<file path="src/rtl/audio_clip_sequencer.sv">
// audio_clip_sequencer: plays one clip of 16-bit PCM from the sample ROM at
// the 44.1 kHz cadence and hands each sample to the serialiser via valid/ready.
module audio_clip_sequencer #(
  parameter int ADDR_W     = 19,
  parameter int DATA_W     = 16,
  parameter int SAMPLE_DIV = 2268,
  parameter int ROM_LAT    = 2
) (
  input  logic              Clock_100MHz,
  input  logic              Clear,
  input  logic              Play,
  input  logic              Stop,
  input  logic              Pause,
  input  logic              Loop,
  input  logic [ADDR_W-1:0] Clip_Start,
  input  logic [ADDR_W-1:0] Clip_End,
  output logic [ADDR_W-1:0] ROM_Addr,
  output logic              ROM_En,
  input  logic [DATA_W-1:0] ROM_Data,
  output logic [DATA_W-1:0] Sample_Data,
  output logic              Sample_Valid,
  input  logic              Sample_Ready,
  output logic              Busy,
  output logic              Done,
  output logic              Overrun,
  output logic              AUD_SD
);

  localparam int DIV_W = (SAMPLE_DIV > 1) ? $clog2(SAMPLE_DIV) : 1;
  localparam logic [DIV_W-1:0] DIV_LAST = DIV_W'(SAMPLE_DIV - 1);

  typedef enum logic [1:0] {IDLE, WAIT, FETCH, DRAIN} state_t;

  state_t              state_q, state_d;
  logic [DIV_W-1:0]    div_q, div_d;
  logic [ADDR_W-1:0]   addr_q, addr_d, start_q, start_d, end_q, end_d;
  logic                last_q, last_d;
  logic [ADDR_W-1:0]   rom_addr_q, rom_addr_d;
  logic                rom_en_q, rom_en_d;
  logic [ROM_LAT-1:0]  rd_pipe_q, rd_pipe_d;
  logic [DATA_W-1:0]   sdata_q, sdata_d;
  logic                svalid_q, svalid_d;
  logic                busy_q, busy_d, done_q, done_d, ovr_q, ovr_d;

  // Transient helpers for the fetch-issue path.
  logic [ROM_LAT:0]    pipe_shift;
  logic                cap, issue;
  logic [ADDR_W-1:0]   iss_addr, iss_start, iss_end;

  // Next-state: handshake/capture, cadence, fetch issue, then Play and Stop overrides.
  always_comb begin
    state_d    = state_q;
    div_d      = div_q;
    addr_d     = addr_q;
    start_d    = start_q;
    end_d      = end_q;
    last_d     = last_q;
    rom_addr_d = rom_addr_q;
    rom_en_d   = 1'b0;
    sdata_d    = sdata_q;
    svalid_d   = svalid_q;
    ovr_d      = ovr_q;
    done_d     = 1'b0;
    iss_addr   = addr_q;
    iss_start  = start_q;
    iss_end    = end_q;
    issue      = 1'b0;

    // rd_pipe tracks an outstanding read; its top bit marks the capture edge.
    pipe_shift = {rd_pipe_q, rom_en_q};
    rd_pipe_d  = pipe_shift[ROM_LAT-1:0];
    cap        = rd_pipe_q[ROM_LAT-1];

    if (svalid_q && Sample_Ready) svalid_d = 1'b0;
    if (cap) begin
      if (!svalid_q || Sample_Ready) begin
        sdata_d  = ROM_Data;
        svalid_d = 1'b1;
      end else begin
        ovr_d = 1'b1;
      end
    end

    case (state_q)
      WAIT: if (!Pause) begin
        if (div_q == DIV_LAST) begin
          div_d   = '0;
          issue   = 1'b1;
          state_d = FETCH;
        end else begin
          div_d = div_q + 1'b1;
        end
      end
      FETCH: if (!Pause) begin
        div_d = (div_q == DIV_LAST) ? '0 : div_q + 1'b1;
        // Leave once the read has been captured (or if it already was while paused).
        if (cap || (rd_pipe_q == '0 && !rom_en_q))
          state_d = last_q ? DRAIN : WAIT;
      end
      DRAIN: if (!Pause && !svalid_q) begin
        state_d = IDLE;
        done_d  = 1'b1;
      end
      default: ;
    endcase

    if (Stop) begin
      state_d   = IDLE;
      svalid_d  = 1'b0;
      rd_pipe_d = '0;
      issue     = 1'b0;
    end else if (Play && (Clip_Start <= Clip_End)) begin
      start_d   = Clip_Start;
      end_d     = Clip_End;
      iss_addr  = Clip_Start;
      iss_start = Clip_Start;
      iss_end   = Clip_End;
      div_d     = '0;
      ovr_d     = 1'b0;
      svalid_d  = 1'b0;
      rd_pipe_d = '0;
      done_d    = 1'b0;
      state_d   = FETCH;
      issue     = 1'b1;
    end

    // Fetch issue: strobe the ROM and advance, wrapping or ending at the clip end.
    if (issue) begin
      rom_en_d   = 1'b1;
      rom_addr_d = iss_addr;
      last_d     = 1'b0;
      if (iss_addr == iss_end) begin
        if (Loop) addr_d = iss_start;
        else begin
          addr_d = iss_addr;
          last_d = 1'b1;
        end
      end else begin
        addr_d = iss_addr + 1'b1;
      end
    end

    busy_d = (state_d != IDLE);
  end

  // State and registered outputs; Clear drops everything immediately.
  always_ff @(posedge Clock_100MHz or posedge Clear) begin
    if (Clear) begin
      state_q    <= IDLE;
      div_q      <= '0;
      addr_q     <= '0;
      start_q    <= '0;
      end_q      <= '0;
      last_q     <= 1'b0;
      rom_addr_q <= '0;
      rom_en_q   <= 1'b0;
      rd_pipe_q  <= '0;
      sdata_q    <= '0;
      svalid_q   <= 1'b0;
      busy_q     <= 1'b0;
      done_q     <= 1'b0;
      ovr_q      <= 1'b0;
    end else begin
      state_q    <= state_d;
      div_q      <= div_d;
      addr_q     <= addr_d;
      start_q    <= start_d;
      end_q      <= end_d;
      last_q     <= last_d;
      rom_addr_q <= rom_addr_d;
      rom_en_q   <= rom_en_d;
      rd_pipe_q  <= rd_pipe_d;
      sdata_q    <= sdata_d;
      svalid_q   <= svalid_d;
      busy_q     <= busy_d;
      done_q     <= done_d;
      ovr_q      <= ovr_d;
    end
  end

  assign ROM_Addr     = rom_addr_q;
  assign ROM_En       = rom_en_q;
  assign Sample_Data  = sdata_q;
  assign Sample_Valid = svalid_q;
  assign Busy         = busy_q;
  assign Done         = done_q;
  assign Overrun      = ovr_q;
  assign AUD_SD       = busy_q;

endmodule

</file>
<file path="config.mk">
export PLATFORM = sky130hd
export DESIGN_NAME = audio_clip_sequencer
export DESIGN_NICKNAME = d
export VERILOG_FILES = /design/src/rtl/audio_clip_sequencer.sv
export SDC_FILE = /design/constraint.sdc
export NUM_CORES = 1
export LEC_CHECK = 0
export CORE_MARGIN = 10
export CORE_UTILIZATION = 30
export DETAILED_ROUTE_END_ITERATION = 6
export GPL_TIMING_DRIVEN = 1
export PLACE_DENSITY = 0.48
export SETUP_SLACK_MARGIN = 0.2
export SLEW_MARGIN = 20
export SYNTH_ARGS = -nofsm -noshare
export SYNTH_HDL_FRONTEND = slang
export SYNTH_SLANG_ARGS = --single-unit
</file>
<file path="constraint.sdc">
create_clock -name Clock_100MHz -period 4.15 [get_ports Clock_100MHz]
set_clock_uncertainty 0.2 [all_clocks]
set_input_delay 0.6225 -clock Clock_100MHz [delete_from_list [all_inputs] [get_ports Clock_100MHz]]
set_output_delay 0.6225 -clock Clock_100MHz [all_outputs]
set_load 0.01 [all_outputs]
</file>
==> metrics.txt <==
# TYPE chip_impl_metric gauge
chip_impl_info{name="hold_path.startpoint",value="start_q[10]"} 1
chip_impl_metric{name="timing.slew.headroom",unit="%"} 46.2
chip_impl_metric{name="syn_inst",unit=""} 783
chip_impl_info{name="timing.critical_path.to_type",value="flop"} 1
chip_impl_metric{name="ctsHoldBuffers",unit=""} 0
chip_impl_metric{name="route.detailed.vias_per_inst",unit=""} 5.02
chip_impl_metric{name="io_pins",unit=""} 102
chip_impl_metric{name="timing.reg2reg.worst_path_depth",unit=""} 8
chip_impl_metric{name="postSynthNetCount",unit=""} 869
chip_impl_metric{name="floorplan.die.width",unit="um"} 172
chip_impl_info{name="worst_r2r_endpoint",value="addr_q[8]"} 1
chip_impl_metric{name="nNetsFinal",unit=""} 1025
chip_impl_info{name="clock_tree_from_tritoncts",value="built"} 1
chip_impl_metric{name="starting_density_of_the_core",unit="%"} 30.5
chip_impl_info{name="cts-root-buf",value="sky130_fd_sc_hd__clkbuf_16"} 1
chip_impl_metric{name="dp.final_hpwl",unit="mm"} 17.2
chip_impl_info{name="globalRoute.busiestLayer",value="met2"} 1
chip_impl_metric{name="fp.coreArea",unit="um2"} 22700
chip_impl_metric{name="path_clk_slew",unit="ps"} 60
chip_impl_info{name="path_class",value="input port to flop"} 1
chip_impl_metric{name="cts_buffers",unit=""} 17
chip_impl_metric{name="p_per_area",unit="nW/um2"} 471
chip_impl_metric{name="cap_violations",unit=""} 0
chip_impl_metric{name="total_count_of_hold_check_failures_in_the_final_report",unit=""} 0
chip_impl_info{name="worst_setup_path_startpoint",value="Clip_End[1]"} 1
chip_impl_info{name="path_cells",value="clkdlybuf4s50_1 > inv_1 > ha_1 > nor2b_1 > o21a_1 > o21ai_1 > nand4_1 > nand3_1 > a21boi_2 > inv_2 > ha_4 > nand3_2 > nor2_2 > and3_4 > nor2b_2 > mux2i_2 > xnor2_1 > o211ai_1"} 1
chip_impl_metric{name="design.die.area",unit="um2"} 29600
chip_impl_metric{name="synth_edf_count",unit=""} 0
chip_impl_metric{name="finalWirelength",unit="mm"} 22.8
chip_impl_metric{name="finalSetupViolCount",unit=""} 0
chip_impl_metric{name="grt_max_degree",unit=""} 63
chip_impl_metric{name="nFillCells",unit=""} 2246
chip_impl_metric{name="die_span_y",unit="um"} 172
chip_impl_metric{name="grt_pass1_wl",unit="mm"} 35.5
chip_impl_metric{name="cts.sink_count",unit=""} 114
chip_impl_metric{name="area_growth_syn_to_layout",unit="%"} 39.2
chip_impl_metric{name="regToRegSetupSlack",unit="ps"} 1050
chip_impl_metric{name="gr-usage-met2",unit="%"} 23.8
chip_impl_metric{name="ys_warn_count",unit=""} 0
chip_impl_metric{name="routed_wirelength_normalized_by_instance_count",unit="um"} 18.4
chip_impl_metric{name="final_cells",unit=""} 1237
chip_impl_metric{name="syn_avg_cell_area",unit="um2"} 8.86
chip_impl_info{name="synth_ff_type",value="sky130_fd_sc_hd__dfrtp_1"} 1
chip_impl_info{name="final_common_cell",value="sky130_fd_sc_hd__nand2_1"} 1
chip_impl_metric{name="timing.hold.ws",unit="ps"} 274
chip_impl_metric{name="cts.path.max_buffers",unit=""} 2
chip_impl_metric{name="final_period_minus_worst_setup_slack",unit="ps"} 3810
chip_impl_metric{name="worst_ir_drop_vdd",unit="mV"} 0.239
chip_impl_metric{name="use_met3",unit="%"} 4.29
chip_impl_info{name="worstHoldPathType",value="flop to flop"} 1
chip_impl_metric{name="vias_in_the_first_global_route",unit=""} 6238
chip_impl_info{name="status",value="finished, final reports clean"} 1
chip_impl_metric{name="worstHoldPathCells",unit=""} 1
chip_impl_metric{name="clock_tree.htree_level_count",unit=""} 4
chip_impl_metric{name="timing.critical_path.required",unit="ps"} 4240
chip_impl_metric{name="vias",unit=""} 6206
chip_impl_metric{name="std_cell_rows",unit=""} 55
chip_impl_metric{name="synth-seq-cells",unit=""} 114
chip_impl_metric{name="io_buffers",unit=""} 101
chip_impl_metric{name="yosysSeqAreaShare",unit="%"} 41.1
chip_impl_metric{name="yosysUniqueCellTypes",unit=""} 62
chip_impl_metric{name="number_of_antenna_violations_at_the_first_check_in_global_routing",unit=""} 0
chip_impl_info{name="layout.cells.most_common_list",value="sky130_fd_sc_hd__nand2_1, sky130_fd_sc_hd__dfrtp_1, sky130_fd_sc_hd__buf_4"} 1
chip_impl_info{name="rsz_0062_raised_after_global_routing",value="no"} 1
chip_impl_metric{name="post_dp_cell_area",unit="um2"} 8700
chip_impl_metric{name="insertion_delay",unit="ps"} 420
chip_impl_metric{name="timing.critical_path.slowest_cell_delay",unit="ps"} 530
chip_impl_metric{name="p_leak",unit="nW"} 4.42
chip_impl_info{name="hold_path_end",value="start_q[10]"} 1
chip_impl_metric{name="asyncSetResetFlopFracSynth",unit="%"} 100
chip_impl_metric{name="drv_slew",unit=""} 0
chip_impl_metric{name="dr.first_iter.drc_count",unit=""} 386
chip_impl_metric{name="global_route.overflow_total",unit=""} 0
chip_impl_metric{name="period_share",unit="%"} 91.7
chip_impl_metric{name="critPathMaxFanout",unit=""} 5
chip_impl_info{name="cpMaxStageDelayCell",value="sky130_fd_sc_hd__clkdlybuf4s50_1"} 1
chip_impl_metric{name="dp.cells",unit=""} 1200
chip_impl_metric{name="diodes",unit=""} 0
chip_impl_metric{name="groute.usage.overall",unit="%"} 15.6
chip_impl_metric{name="dr.pass1.iters",unit=""} 5
chip_impl_metric{name="worst-endpoint-arrival",unit="ps"} 3890
chip_impl_metric{name="grtUsageMet1",unit="%"} 21.3
chip_impl_metric{name="fin_tns_setup",unit="ps"} 0
chip_impl_metric{name="finalWeightedCongestion",unit=""} 0.885
chip_impl_info{name="worstSetupStartpointType",value="input port"} 1
chip_impl_metric{name="slew_at_the_pin_with_the_worst_max_slew_slack",unit="ps"} 807
chip_impl_info{name="worst_r2r_startpoint",value="addr_q[1]"} 1
chip_impl_metric{name="postRouteAntennaNets",unit=""} 0
chip_impl_metric{name="fmax",unit="MHz"} 263
chip_impl_metric{name="detail_route.drc_violations",unit=""} 0
chip_impl_metric{name="finish.instance_area",unit="um2"} 9650
chip_impl_metric{name="synth_area",unit="um2"} 6940
chip_impl_metric{name="final_layout_size_suffix_gt1_share",unit="%"} 20.2
==> power by group <==
part / leakage (nW) / internal [mW] / switching [mW]
clock network: 0.296 / 0.996 / 0.561
logic: 2.71 / 0.712 / 0.615
registers: 1.41 / 1.37 / 0.291
==> cell type report <==
cell class | count | area (um2) | share of cell area, %
flip-flops and latches | 114 | 2850 | 29.5
clock buffers | 21 | 470 | 4.87
repair buffers | 189 | 1780 | 18.4
clock inverters | 11 | 153 | 1.58
inverters | 26 | 101 | 1.05
well taps | 285 | 357 | 3.69
multi-input cells | 591 | 3940 | 40.9
==> routing by layer <==
layer	share of wire, %	up-vias
met5	0	-
li1	-	3019
met4	1.3	0
met1	48	2981
met2	44	191
met3	6.6	15
==> per-stage QoR <==
stage	power [mW]	util [%]	worst slack (ps)
global route	4.82	42.5	171
global placement	2.97	38.3	-336
detailed placement	2.98	38.3	-444
CTS	4.56	41.3	223
floorplan	2.35	-	211
finish	4.54	42.5	343
==> cell families after synthesis <==
| family | synth area share, % |
|---|---|
| and+or+nand+nor | 22.2 |
| muxes | 5.27 |
| buffers and inverters | 5.27 |
| xor gates and xnor gates | 9.09 |
| adders and majority gates | 4.51 |
| DFF | 41.1 |
| AOI/OAI and AO/OA | 12.5 |
==> worst max-delay path, delay by kind of cell <==
kind                       cells  cell delay [ps]
buffers and inverters          3              680
AOI/OAI and AO/OA              4              690
and+or+nand+nor                7             1050
xor gates and xnor gates       1              150
muxes                          1              240
adders and majority gates      2              470
==> sequential cells by signal, indices dropped and copies added, names as in the netlist <==
| register | count |
|---|---|
| addr_q | 19 |
| Overrun | 1 |
| last_q | 1 |
| start_q | 19 |
| Sample_Data | 16 |
| AUD_SD | 1 |
| ROM_En | 1 |
| rd_pipe_q | 2 |
| Done | 1 |
| div_q | 12 |
| ROM_Addr | 19 |
| state_q | 2 |
| Sample_Valid | 1 |
| end_q | 19 |
==> repair_timing <==
item / 4_1_cts / 5_1_grt
buffers inserted: 1 / 4
resized for setup: 12 / 61
pin swaps: 6 / 21
endpoints found under the setup margin: 7 / 9
==> worst max path at each step <==
stage,to,slack [ps],cells past startpoint
2_1_floorplan,addr_q[14],210,20
3_3_place_gp,addr_q[12],-340,18
3_5_place_dp,addr_q[12],-440,18
4_1_cts,addr_q[14],220,17
5_1_grt,addr_q[12],170,18
6_report,addr_q[12],340,18
==> cell usage after synthesis (all sizes together), types with 3 or more instances <==
master   number  area (um2)
mux2         20         225
nand3        23         115
nor2         63         246
and4          5        43.8
a221oi        4        35.0
inv          25        93.8
nor3         10        50.1
a21oi        28         140
buf          26         169
dfrtp       114        2850
nand4        25         156
xor2         26         228
a211oi        4        30.0
o211ai       16         120
and2          8        50.1
ha           25         313
o22ai         3        18.8
a31oi        27         169
nor4          6        67.6
xnor2        46         403
or2           3        18.8
o21a          3        22.5
a21o          3        22.5
o2111ai       5        43.8
nand2b        6        37.5
o21ai        31         155
and3          6        37.5
mux2i        14         140
nand2       148         563
nor2b         9        56.3
clkbuf       26        97.6
No activity file was read; power rests on OpenSTA's default activity.
